==> src/rtl/pc_sequencer.sv <==
// Fetch-stage program counter: sequential advance on the fetch handshake, with
// redirect, trap entry, misaligned-target trapping and debug halt/resume.
module pc_sequencer #(
  parameter int unsigned     XLEN         = 32,
  parameter logic [XLEN-1:0] RESET_VECTOR = 32'h0000_0000,
  parameter logic [XLEN-1:0] TRAP_VECTOR  = 32'h0000_0100,
  parameter int unsigned     ILEN_BYTES   = 4
) (
  input  logic            clk,
  input  logic            rst,
  input  logic            stall,
  input  logic            redirect_valid,
  input  logic [XLEN-1:0] redirect_pc,
  input  logic            trap_req,
  input  logic            halt_req,
  input  logic            resume,
  input  logic            if_ready,
  output logic [XLEN-1:0] pc,
  output logic [XLEN-1:0] pc_plus,
  output logic            if_valid,
  output logic            misalign_err,
  output logic [XLEN-1:0] bad_target,
  output logic            halted
);

  typedef enum logic [1:0] {
    ST_BOOT = 2'd0,
    ST_RUN  = 2'd1,
    ST_HALT = 2'd2
  } state_t;

  localparam logic [XLEN-1:0] ILEN_MASK = XLEN'(ILEN_BYTES - 1);
  localparam logic [XLEN-1:0] ILEN_INC  = XLEN'(ILEN_BYTES);

  state_t          state_q;
  logic [XLEN-1:0] pc_q;
  logic [XLEN-1:0] bad_target_q;
  logic            if_valid_q;
  logic            misalign_err_q;
  logic            halted_q;
  logic            target_misaligned_s;

  // Sequential increment wraps naturally at the top of the address space.
  assign pc_plus             = pc_q + ILEN_INC;
  assign target_misaligned_s = (redirect_pc & ILEN_MASK) != {XLEN{1'b0}};

  // Sequencer state, PC and all registered status outputs.
  always_ff @(posedge clk) begin
    if (!rst) begin
      state_q        <= ST_BOOT;
      pc_q           <= RESET_VECTOR;
      bad_target_q   <= {XLEN{1'b0}};
      if_valid_q     <= 1'b0;
      misalign_err_q <= 1'b0;
      halted_q       <= 1'b0;
    end else begin
      misalign_err_q <= 1'b0;
      case (state_q)
        ST_BOOT: begin
          state_q    <= ST_RUN;
          if_valid_q <= 1'b1;
        end
        ST_RUN: begin
          if (trap_req) begin
            pc_q <= TRAP_VECTOR;
          end else if (redirect_valid && !target_misaligned_s) begin
            pc_q <= redirect_pc;
          end else if (redirect_valid) begin
            pc_q           <= TRAP_VECTOR;
            misalign_err_q <= 1'b1;
            bad_target_q   <= redirect_pc;
          end else if (halt_req) begin
            state_q    <= ST_HALT;
            if_valid_q <= 1'b0;
            halted_q   <= 1'b1;
          end else if (stall) begin
            pc_q <= pc_q;
          end else if (if_valid_q && if_ready) begin
            pc_q <= pc_plus;
          end else begin
            pc_q <= pc_q;
          end
        end
        ST_HALT: begin
          // A trap always leaves HALT; a redirect retargets but only resume restarts fetch.
          if (trap_req) begin
            pc_q       <= TRAP_VECTOR;
            state_q    <= ST_RUN;
            if_valid_q <= 1'b1;
            halted_q   <= 1'b0;
          end else begin
            if (redirect_valid && !target_misaligned_s) begin
              pc_q <= redirect_pc;
            end else if (redirect_valid) begin
              pc_q           <= TRAP_VECTOR;
              misalign_err_q <= 1'b1;
              bad_target_q   <= redirect_pc;
            end else begin
              pc_q <= pc_q;
            end
            if (resume) begin
              state_q    <= ST_RUN;
              if_valid_q <= 1'b1;
              halted_q   <= 1'b0;
            end else begin
              state_q <= ST_HALT;
            end
          end
        end
        default: begin
          state_q    <= ST_BOOT;
          pc_q       <= RESET_VECTOR;
          if_valid_q <= 1'b0;
          halted_q   <= 1'b0;
        end
      endcase
    end
  end

  assign pc           = pc_q;
  assign if_valid     = if_valid_q;
  assign misalign_err = misalign_err_q;
  assign bad_target   = bad_target_q;
  assign halted       = halted_q;

endmodule
==> config.mk <==
export PLATFORM = sky130hd
export DESIGN_NAME = pc_sequencer
export DESIGN_NICKNAME = d
export VERILOG_FILES = /design/src/rtl/pc_sequencer.sv
export SDC_FILE = /design/constraint.sdc
export NUM_CORES = 1
export LEC_CHECK = 0
export CORE_MARGIN = 1
export CORE_UTILIZATION = 65
export DETAILED_ROUTE_END_ITERATION = 6
export DONT_BUFFER_PORTS = 1
export PLACE_DENSITY_LB_ADDON = 0.12
export SKIP_LAST_GASP = 1
export SLEW_MARGIN = 10
export SYNTH_ARGS = -nofsm -noshare
export SYNTH_HDL_FRONTEND = slang
export SYNTH_SLANG_ARGS = --single-unit
==> constraint.sdc <==
create_clock -name clk -period 3.46 [get_ports clk]
set_input_delay 0.346 -clock clk [delete_from_list [all_inputs] [get_ports clk]]
set_output_delay 0.346 -clock clk [all_outputs]
set_load 0.02 [all_outputs]
Yosys cells after proc, flatten, opt, wreduce, memory -nomap -nowiden
Cells that the tools add are included. Widths: inputs -> output; s select.

Register bits after elaboration: 69. Input bits: 40. Output and inout port bits: 99. Logic and storage cells: 67.

Add/subtract/negate cells: 1. Equality and inequality tests: 11. Multiplexer cells: 32. Bitwise operators: 5. Reduce and logical (&&, ||, !) cells: 12.

Operators with widths (count): $mux 32 (9); $pmux 32 s3 (1); $add 32x3->32 const B (1); $reduce_bool 32->1 (1); $ne 5x5->1 const B (3); $mux 1 (13); $mux 2 (6); $reduce_and 5->1 (2); $ne 2x2->1 const B (4); $reduce_and 4->1 (2); $pmux 1 s3 (2); $pmux 2 s3 (1); $reduce_and 6->1 (1); $not 1->1 (5); $ne 4x4->1 const B (1); $reduce_or 4->1 (1); $ne 3x3->1 const B (1); $eq 2x1->1 const B (1); $eq 2x2->1 const B (1); $logic_and 1x1->1 (2); $logic_not 2->1 (1); $reduce_or 2->1 (1); $logic_not 1->1 (1).

Depth between registers and ports, before layout
Depth in word-level cells: 8. Gate-level depth with buffers: 9. Depth with buffers taken out: 7.

Worst setup path after synthesis
No wires, ideal clock.

Path type: reg-to-output. From: register pc_q[2] (netlist: pc[2]). To: output port pc_plus[20]. Data arrival time: 1981 ps. Data required time: 3114 ps. Slack: 1133 ps. Cell stages (with the launch flop): 6. Cell sequence: dfxtp_1 -> ha_1 -> nand4_1 -> nor4_4 -> nand4_1 -> xnor2_1.

Longest elaborated chain between the ends: 1.

Ends and longest elaborated chain: from (decl) (line 36) `logic [XLEN-1:0] pc_q;`; from (signal assigned) (line 67) `pc_q <= redirect_pc;`; from (signal assigned) (line 77) `pc_q <= pc_q;`; from (signal assigned) (line 79) `pc_q <= pc_plus;`; $add 32x3->32 (line 44) `assign pc_plus = pc_q + ILEN_INC;`; to (decl) (line 19) `output logic [XLEN-1:0] pc_plus,`.

No other way between the ends.

Worst setup path after layout
Ends and elaborated chain as after synthesis.

==> impl_results.rst <==
.. list-table::
   :header-rows: 1

   * - Metric
     - Value
   * - Post-layout util
     - between 70% and 80%
   * - Fillcell total
     - approximately 450
   * - TNS Setup
     - 0 ns
   * - Pre-CTS WS
     - 0.784 ns
   * - Clk_lat worst skew
     - approximately 0.35 ns
   * - Worst min-delay path class
     - input port to flip-flop
   * - Clock edge transition at the registers on the reported setup and hold paths
     - 0.07 ns
   * - Placement Rows
     - 27
   * - Post-Synthesis Mean Instance Area
     - between 8 and 9 um^2
   * - Data arrival at the endpoint of the critical path
     - about 2.7 ns
   * - Setup repair after global routing missed its margin
     - false
   * - Worst slew margin relative to its limit
     - between 50% and 60%
   * - DRC violation count after routing
     - 0
   * - Synthesis warning total
     - 0
   * - Remaining Overflow, GRT
     - 0
   * - Post-route ant nets
     - 0
   * - Non-Filler Cell Area, Final
     - approximately 0.0040 mm^2
   * - Non-filler instance count after layout
     - between 500 and 600
   * - Maximum ir drop on the vdd rail
     - 329 uV
   * - Starting density of the core
     - about two thirds
   * - Ys flop type
     - sky130_fd_sc_hd__dfxtp_1
   * - RR Startpoint
     - pc[2]
   * - Clock tree sinks
     - 69
   * - Pwr dens
     - approximately 550 mW/mm^2
   * - Count of vias placed by the detailed router
     - 3332
   * - Number of gates resized after CTS
     - 0
   * - Register area
     - approximately 0.0014 mm^2
   * - Number of register bits inferred by synthesis
     - 69
   * - Number of synthesized flops with an enable pin
     - 0
   * - Cell at the root of the clock tree
     - sky130_fd_sc_hd__clkbuf_8
   * - Port Buf Inserts
     - 0
   * - Antenna violations before repair
     - 0
   * - Hold-fix buffers, CTS
     - 0
   * - Proportion of register bits with asynchronous set or reset after synthesis
     - 0%
   * - Launch point of the worst hold path
     - rst
   * - Post-Route Hold Slack
     - ~0.12 ns
   * - Layout Nets
     - 481
   * - Die height
     - approximately 80 um
   * - Clk network pwr share
     - 31.2%
   * - Wirelength, routed
     - about 10000 um
   * - Hold-critical path endpoint
     - state_q[1]
   * - Minimum clock period after layout
     - between 3 and 4 ns
   * - Most used cells in the layout excluding fill and tap cells
     - sky130_fd_sc_hd__nand2_1 (78), sky130_fd_sc_hd__dfxtp_1 (69), sky130_fd_sc_hd__a21boi_0 (32), sky130_fd_sc_hd__nor2_1 (20), sky130_fd_sc_hd__xnor2_1 (17)
   * - Total power after layout
     - roughly 2.2 mW
   * - Share of post-route cells with drive strength above 1
     - between 8 and 9%
   * - First-pass GRT wire length
     - roughly 16000 um
   * - PnR worst setup slack
     - 0.394 ns
   * - Worst hold path stage count
     - 1
   * - CTS tree
     - built
   * - Detailed placement HPWL
     - about 7000 um
   * - Cell count after synthesis
     - between 400 and 500
   * - Relative area change from synthesis to final layout
     - 5.31%
   * - Setup slack of the most critical reg-to-reg path
     - around 0.8 ns
   * - Endpoint of the lowest-slack register-to-register path
     - pc[24]
   * - Dpl cell area
     - 0.00377 mm^2
   * - Most frequent standard cell in the layout excluding fill and tap cells
     - sky130_fd_sc_hd__nand2_1
   * - Startpoint kind of the worst setup timing path
     - flip-flop
   * - Vias in the first global route
     - roughly 3100
   * - Number of CTS-inserted buffers
     - 9
   * - Clock skew after layout
     - roughly 0.0066 ns
   * - ANT cells
     - 0
   * - Switching power share of the total
     - a little over a third
   * - Setup violations, final
     - 0
   * - Hold violation total from the final report
     - 0
   * - Sequential power share
     - 45.7%
   * - Proportion of power drawn by combinational gates
     - between 20 and 25%
   * - Result of the run
     - complete, no violations
   * - Number of placed instances, taps included
     - between 400 and 500
   * - Average wire length per cell after detail routing
     - between 15 and 20 um
   * - Syn Nets
     - between 400 and 500
   * - GRT Util Overall
     - 33.5%
   * - Power Internal
     - ~1.4 mW
   * - Fmax achieved
     - around 0.33 GHz
   * - Fin. max-slew vios
     - 0
   * - Mapped Area
     - 0.00377 mm^2
   * - Largest fanout on the critical path
     - 7
   * - Count of pins on the block boundary
     - ~140
   * - Register area share after synthesis
     - ~37%
   * - Vias per std cell
     - 6.52
   * - CTS H-tree depth
     - 3
   * - Number of different library cells in the post-synthesis netlist
     - 62
   * - Crit Path Category
     - flip-flop to output pin
   * - Full die area
     - between 0.006 and 0.007 mm^2
   * - Longest Clk Path Bufs
     - 2
   * - DR iter-0 viols
     - around 200
   * - Net switching power figure
     - between 0.7 and 0.8 mW
   * - Worst Tran Pin Value
     - about 0.69 ns
   * - Largest net degree at the start of global routing
     - 76
   * - Critical Path Source
     - pc[2]
   * - First-pass detailed-route iteration total
     - 6
   * - Endpoint class of the critical path
     - output pin
   * - Overall die width
     - 78.1 um
   * - Final critical-path share of the clock period
     - 88.6%
   * - Leakage
     - approximately 1.5 nW
   * - Multi-input gate area in the final layout
     - ~0.0022 mm^2
   * - Length in cells of the worst reg-to-reg path
     - 6
   * - Total setup buffers inserted after CTS
     - 0
   * - Number of max-capacitance violations reported
     - 0
   * - CORE AREA
     - 0.00554 mm^2
   * - Routability-driven placement congestion ratio
     - around 0.88
   * - Critical Path RT
     - slightly above 3 ns
[registers in the layout, indices dropped and copies added, names as in the netlist]
name / flops
state_q: 2
if_valid: 1
pc: 32
bad_target: 32
halted: 1
misalign_err: 1
[power by group through the flow]
stage	clock network (mW)	registers, mW	logic (mW)
after CTS	0.692	1.00	0.502
after detailed placement	0	1.02	0.498
final	0.683	1.00	0.505
after global routing	0.727	1.01	0.559
after global placement	0	1.02	0.478
after floorplan	0	1.00	0.390
[cell families after synthesis]
group / synth area share (%)
flops: 36.7
compound gates: 22.6
fa+ha+maj: 1.66
xor+xnor: 6.44
mux: 0.564
simple gates: 27.1
buf+inv: 4.95
[cell type report]
type                       count  share of cell area [%]
inverter                      10                   0.946
clock buffer                  13                    4.26
tap                           72                    2.27
clock inverter                 1                   0.757
multi-input combinational    339                    55.6
timing repair buffer           7                    1.32
sequential                    69                    34.8
[Yosys cell counts, drive strengths merged, types with 2 or more instances]
| cell type | number | area [um^2] |
|---|---|---|
| and3 | 4 | 25.0 |
| nand4 | 16 | 121 |
| a32oi | 2 | 17.5 |
| a22oi | 14 | 105 |
| a22o | 4 | 35.0 |
| a221oi | 3 | 26.3 |
| dfxtp | 69 | 1380 |
| a31oi | 3 | 18.8 |
| xor2 | 7 | 61.3 |
| o21bai | 2 | 15.0 |
| a21o | 6 | 45.0 |
| o21a | 2 | 15.0 |
| buf | 13 | 67.6 |
| a21oi | 12 | 60.1 |
| nor2 | 20 | 75.1 |
| nand3 | 13 | 65.1 |
| clkbuf | 19 | 81.3 |
| o2bb2ai | 2 | 17.5 |
| o21ai | 8 | 40.0 |
| nand2b | 2 | 12.5 |
| and2 | 14 | 87.6 |
| o221a | 2 | 22.5 |
| nand2 | 78 | 293 |
| and4 | 5 | 45.0 |
| o211ai | 2 | 15.0 |
| nor4 | 6 | 67.6 |
| ha | 5 | 62.6 |
| inv | 10 | 37.5 |
| nor2b | 16 | 100 |
| nor3 | 7 | 40.0 |
| a31o | 7 | 61.3 |
| xnor2 | 19 | 181 |
| nor3b | 5 | 37.5 |
| a21boi | 33 | 248 |
| a32o | 4 | 40.0 |
[layer usage]
layer | GRT usage [%] | vias up | part of all wire [%]
met5 | 0 | - | 0
met4 | 15.4 | 0 | 2.0
met3 | 11.5 | 17 | 9.9
met2 | 49.9 | 145 | 45
met1 | 43.3 | 1594 | 43
li1 | - | 1576 | -
[worst max-delay path, cell delays in order (launching register included)]
cell and delay [ns]:
sky130_fd_sc_hd__dfxtp_1 0.56, sky130_fd_sc_hd__ha_1 0.30, sky130_fd_sc_hd__nand4_1 0.28, sky130_fd_sc_hd__nor4_4 0.55, sky130_fd_sc_hd__nand4_1 0.18, sky130_fd_sc_hd__xnor2_1 0.49
[how the worst max path moves through the flow]
stage             endpoint  slack [ns]  depth (start not counted)
2_1_floorplan  pc_plus[20]        1.13                          5
3_3_place_gp   pc_plus[24]        0.85                          5
3_5_place_dp   pc_plus[20]        0.78                          5
4_1_cts        pc_plus[20]        0.40                          5
5_1_grt        pc_plus[24]        0.22                          5
6_report       pc_plus[20]        0.39                          5
Note: power is estimated with default switching activity, not from simulation.
